===== src/rtl/match_count_uart_tx.sv =====
// match_count_uart_tx: buffers 32-bit match counts from the pipeline in a small
// FIFO and sends each word off-chip as four UART 8N1 frames, LSB byte first.
module match_count_uart_tx #(
    parameter int CLKS_PER_BIT = 868,
    parameter int FIFO_DEPTH   = 4
) (
    input  logic                          i_clk,
    input  logic                          i_rst_n,
    input  logic                          i_valid,
    input  logic [31:0]                   i_match_count,
    output logic                          o_tx,
    output logic                          o_busy,
    output logic                          o_overflow,
    output logic [$clog2(FIFO_DEPTH):0]   o_fifo_level
);

    localparam int AW = $clog2(FIFO_DEPTH);
    localparam int CW = $clog2(CLKS_PER_BIT);
    localparam logic [CW-1:0] BAUD_LAST = CW'(CLKS_PER_BIT - 1);
    localparam logic [AW:0]   FULL      = (AW+1)'(FIFO_DEPTH);

    typedef enum logic [1:0] {IDLE, START, DATA, STOP} state_t;

    logic [31:0]   mem [FIFO_DEPTH];
    logic [AW-1:0] wr_ptr, rd_ptr;
    logic [AW:0]   level;
    logic          overflow;
    logic          push, pop;

    state_t        state, state_d;
    logic [CW-1:0] baud, baud_d;
    logic [2:0]    bit_idx, bit_idx_d;
    logic [1:0]    byte_idx, byte_idx_d;
    logic [31:0]   shreg, shreg_d;
    logic          tx_q, tx_d;
    logic          baud_done;
    logic [2:0]    next_bit;

    // The FSM only pops from IDLE; a push is still accepted at full when a pop
    // frees a slot on the same edge.
    assign pop       = (state == IDLE) && (level != '0);
    assign push      = i_valid && ((level != FULL) || pop);
    assign baud_done = (baud == BAUD_LAST);
    assign next_bit  = bit_idx + 3'd1;

    // FIFO storage; contents need no reset since level gates every read.
    always_ff @(posedge i_clk) begin
        if (push) mem[wr_ptr] <= i_match_count;
    end

    // FIFO pointers, occupancy and sticky overflow flag.
    always_ff @(posedge i_clk or negedge i_rst_n) begin
        if (!i_rst_n) begin
            wr_ptr   <= '0;
            rd_ptr   <= '0;
            level    <= '0;
            overflow <= 1'b0;
        end else begin
            if (push) wr_ptr <= wr_ptr + 1'b1;
            if (pop)  rd_ptr <= rd_ptr + 1'b1;
            if (push && !pop)      level <= level + 1'b1;
            else if (pop && !push) level <= level - 1'b1;
            if (i_valid && !push) overflow <= 1'b1;
        end
    end

    // Transmitter state register; o_tx comes straight from a flop.
    always_ff @(posedge i_clk or negedge i_rst_n) begin
        if (!i_rst_n) begin
            state    <= IDLE;
            baud     <= '0;
            bit_idx  <= '0;
            byte_idx <= '0;
            shreg    <= '0;
            tx_q     <= 1'b1;
        end else begin
            state    <= state_d;
            baud     <= baud_d;
            bit_idx  <= bit_idx_d;
            byte_idx <= byte_idx_d;
            shreg    <= shreg_d;
            tx_q     <= tx_d;
        end
    end

    // Next-state logic; tx_d is the line level for the cycle after the edge,
    // so the start bit appears one edge after the pop.
    always_comb begin
        state_d    = state;
        baud_d     = baud;
        bit_idx_d  = bit_idx;
        byte_idx_d = byte_idx;
        shreg_d    = shreg;
        tx_d       = tx_q;
        case (state)
            IDLE: begin
                tx_d   = 1'b1;
                baud_d = '0;
                if (pop) begin
                    shreg_d    = mem[rd_ptr];
                    byte_idx_d = 2'd0;
                    state_d    = START;
                    tx_d       = 1'b0;
                end
            end
            START: begin
                if (baud_done) begin
                    baud_d    = '0;
                    bit_idx_d = 3'd0;
                    state_d   = DATA;
                    tx_d      = shreg[0];
                end else begin
                    baud_d = baud + 1'b1;
                end
            end
            DATA: begin
                if (baud_done) begin
                    baud_d = '0;
                    if (bit_idx == 3'd7) begin
                        state_d = STOP;
                        tx_d    = 1'b1;
                    end else begin
                        bit_idx_d = next_bit;
                        tx_d      = shreg[next_bit];
                    end
                end else begin
                    baud_d = baud + 1'b1;
                end
            end
            STOP: begin
                if (baud_done) begin
                    baud_d = '0;
                    if (byte_idx != 2'd3) begin
                        // Next byte of the same word follows with no idle gap.
                        byte_idx_d = byte_idx + 2'd1;
                        shreg_d    = {8'h00, shreg[31:8]};
                        state_d    = START;
                        tx_d       = 1'b0;
                    end else begin
                        state_d = IDLE;
                        tx_d    = 1'b1;
                    end
                end else begin
                    baud_d = baud + 1'b1;
                end
            end
            default: state_d = IDLE;
        endcase
    end

    assign o_tx         = tx_q;
    assign o_busy       = (state != IDLE) || (level != '0);
    assign o_overflow   = overflow;
    assign o_fifo_level = level;

endmodule


===== config.mk =====
export PLATFORM = sky130hd
export DESIGN_NAME = match_count_uart_tx
export DESIGN_NICKNAME = d
export VERILOG_FILES = /design/src/rtl/match_count_uart_tx.sv
export SDC_FILE = /design/constraint.sdc
export NUM_CORES = 1
export LEC_CHECK = 0
export ABC_AREA = 1
export CORE_MARGIN = 2
export CORE_UTILIZATION = 40
export DETAILED_ROUTE_END_ITERATION = 8
export GPL_TIMING_DRIVEN = 0
export PLACE_DENSITY = 0.53
export SLEW_MARGIN = 20
export SYNTH_ARGS = -nofsm -noshare
export SYNTH_HDL_FRONTEND = slang
export SYNTH_SLANG_ARGS = --single-unit

===== constraint.sdc =====
create_clock -name i_clk -period 6.9 [get_ports i_clk]
set_clock_uncertainty 0.2 [all_clocks]
set_input_delay 1.035 -clock i_clk [delete_from_list [all_inputs] [get_ports i_clk]]
set_output_delay 1.035 -clock i_clk [all_outputs]
set_load 0.05 [all_outputs]

==> impl_metrics.json <==
{
  "synth_seq_cells": 186,
  "report.final.slew_viol_count": 0,
  "initialDrtViolationCount": 440,
  "crit_fanout": 10,
  "synth_cells": 746,
  "start_kind": "flip-flop",
  "routed_wl_mm": 18.8,
  "clock_path_buffers": 2,
  "min_period_ps": 4490,
  "synth_top_area_cell": "edfxtp_1",
  "crit_end": "o_busy",
  "peakVddDrop_mv": 0.179,
  "design.die.area_mm2": 0.0209,
  "via_per_inst": 5.01,
  "fin_tns_setup_ps": 0,
  "r2r_cells": 9,
  "nets": 860,
  "rr_startpoint": "state[0]",
  "synth_edf_count": 128,
  "numCtsBuffers": 17,
  "start_util": 0.407,
  "max_freq_mhz": 223,
  "clk_latency_ps": 430,
  "dp.cells": 1056,
  "synth_mux_area_frac": 0.00142,
  "synth_area_leaders": "edfxtp_1, dfrtp_1, nand2_1",
  "avgSynthCellArea_um2": 10.6,
  "grt_antenna_before_repair": 0,
  "status": "finished clean",
  "max_cap_violations": 0,
  "die_h_um": 145,
  "synth_top_area_frac": 0.486,
  "power_mw": 2.90,
  "hold_class": "flip-flop to flip-flop",
  "synth_top_family_by_area": "simple AND/OR/NAND/NOR gates",
  "syn_nets": 796,
  "grt.total_usage": 0.191,
  "synth_warnings": 0,
  "synthArstFlopShare": 0.312,
  "grt_max_degree": 59,
  "p_leak_nw": 3.84,
  "drc": 0,
  "syn_to_final_growth_pct": 19.0,
  "cp-startpoint": "state[0]",
  "r2r_setup_slack_ps": 3830,
  "relSlewSlack": 0.503,
  "routedWlPerCell_um": 17.3,
  "dp_hpwl_mm": 12.7,
  "core.rowCount": 51,
  "ys_seq_area_frac": 0.669,
  "yosys.cell_count.top_type": "nand2_1",
  "synth_adder_area_share": 0.0247,
  "die_w_um": 145,
  "ant_nets": 0,
  "cp.arrival_ps": 3250,
  "synth_cell_types": 35,
  "drt-pass1-iter-count": 5,
  "cts-resized-gates": 0,
  "r2r-end": "mem[0][7]",
  "core_area_mm2": 0.0195,
  "required_ps": 5660,
  "synth_ff_type": "edfxtp_1",
  "synth_area_mm2": 0.00792,
  "end_kind": "output port",
  "layout-drive-gt1-share": 0.0681,
  "yosys.area_share.simple": 0.223,
  "synthXorXnorAreaFrac": 0.00885,
  "powerDensity_mw_per_mm2": 308,
  "cts_tree": "yes",
  "path_class": "flip-flop to output port",
  "rsz0062_at_grt": "no",
  "grt_pass1_wl_mm": 29.4,
  "tightest_slew_ps": 745,
  "cts_max_level": 4,
  "synth_compound_area_frac": 0.0341,
  "holdBufCountCts": 0,
  "path_clk_slew_ps": 60,
  "fin_crit_sh": 0.650,
  "cts_root_buffer": "clkbuf_16",
  "portBuffers": 40,
  "setup_viol": 0,
  "cts_sinks": 186,
  "grt-ovfl-total": 0,
  "cts_setup_buffers": 0,
  "num_io_pins": 41,
  "hold_violations": 0,
  "gp_congestion": 0.845,
  "vias": 5451,
  "grt_pass1_vias": 5236,
  "num_antenna_cells": 0,
  "finalNonFillerCells": 1087,
  "ys_top_cells_by_count": "nand2_1, edfxtp_1, nand3_1"
}
==> critical path, cell delays in order, from the launching register on <==
cell and delay, ps:
dfrtp_1 420, inv_1 170, ha_1 300, nand2_1 190, nand2_1 360, clkbuf_1 480
clkdlybuf4s50_1 910
==> kinds of logic (layout without fill, tap and decap cells) <==
logic type,after synthesis,after routing
AO/OA/AOI/OAI,45,45
XOR/XNOR,8,8
adder cells (fa/ha/maj),15,15
buffers and inverters,72,148
flip-flops,186,186
multiplexers,1,1
AND/OR/NAND/NOR,419,419
==> stage by stage <==
| step | instance area (um2) | worst slack, ps | hold WS [ps] | util |
|---|---|---|---|---|
| final | 9420 | 2410 | 272 | 0.484 |
| after global routing | 9420 | 2210 | 296 | 0.484 |
| after floorplan | 7920 | 3460 | 242 | - |
| after detailed placement | 8780 | 2880 | 259 | 0.451 |
| after CTS | 9420 | 2390 | 276 | 0.484 |
| after global placement | 8650 | 1580 | 254 | 0.444 |
==> layer usage <==
layer / up-vias / part of all wire / GRT usage
met4: 0 / 0.016 / 0.0480
met3: 20 / 0.041 / 0.0418
met1: 2669 / 0.45 / 0.256
met2: 114 / 0.49 / 0.317
met5: - / 0 / 0
li1: 2648 / - / -
==> area by class of cell <==
cell class                 count  area (um2)
fill                        1783       10000
buffer                        37         179
inverter                      35         131
timing repair buffer          45         500
multi-input combinational    488        2340
sequential                   186        5300
tap                          265         332
clock inverter                13         213
clock buffer                  18         429
==> how the worst min path moves through the flow <==
stage	startpoint	to	slack [ps]	depth (start not counted)
2_1_floorplan	shreg[26]	shreg[26]	240	2
6_report	shreg[9]	shreg[9]	270	2
4_1_cts	shreg[12]	shreg[12]	280	2
3_3_place_gp	shreg[17]	shreg[17]	250	2
5_1_grt	shreg[12]	shreg[12]	300	2
3_5_place_dp	shreg[12]	shreg[12]	260	2
==> report_power, final <==
part | total (mW) | switching [mW] | internal [mW]
Clock | 1.07 | 0.423 | 0.647
Combinational | 0.405 | 0.268 | 0.137
Sequential | 1.43 | 0.0477 | 1.38
Total | 2.90 | 0.738 | 2.16
==> placed cells by master (no fill, tap or decap), types with 6 or more instances in the layout <==
cell             count
nand2_1            266
edfxtp_1           128
nand3_1            118
dfrtp_1             57
clkdlybuf4s50_1     39
inv_1               34
a21oi_1             22
clkbuf_1            20
nor2_1              19
clkbuf_16           17
ha_1                14
buf_1                9
a211oi_1             9
o21ai_0              9
xor2_1               6
==> registers in the layout, indices dropped and copies added (netlist names) <==
| register | count |
|---|---|
| o_overflow | 1 |
| o_fifo_level | 3 |
| mem | 128 |
| baud | 10 |
| o_tx | 1 |
| rd_ptr | 2 |
| wr_ptr | 2 |
| bit_idx | 3 |
| byte_idx | 2 |
| shreg | 32 |
| state | 2 |
Power figures use the tool's default switching activity.
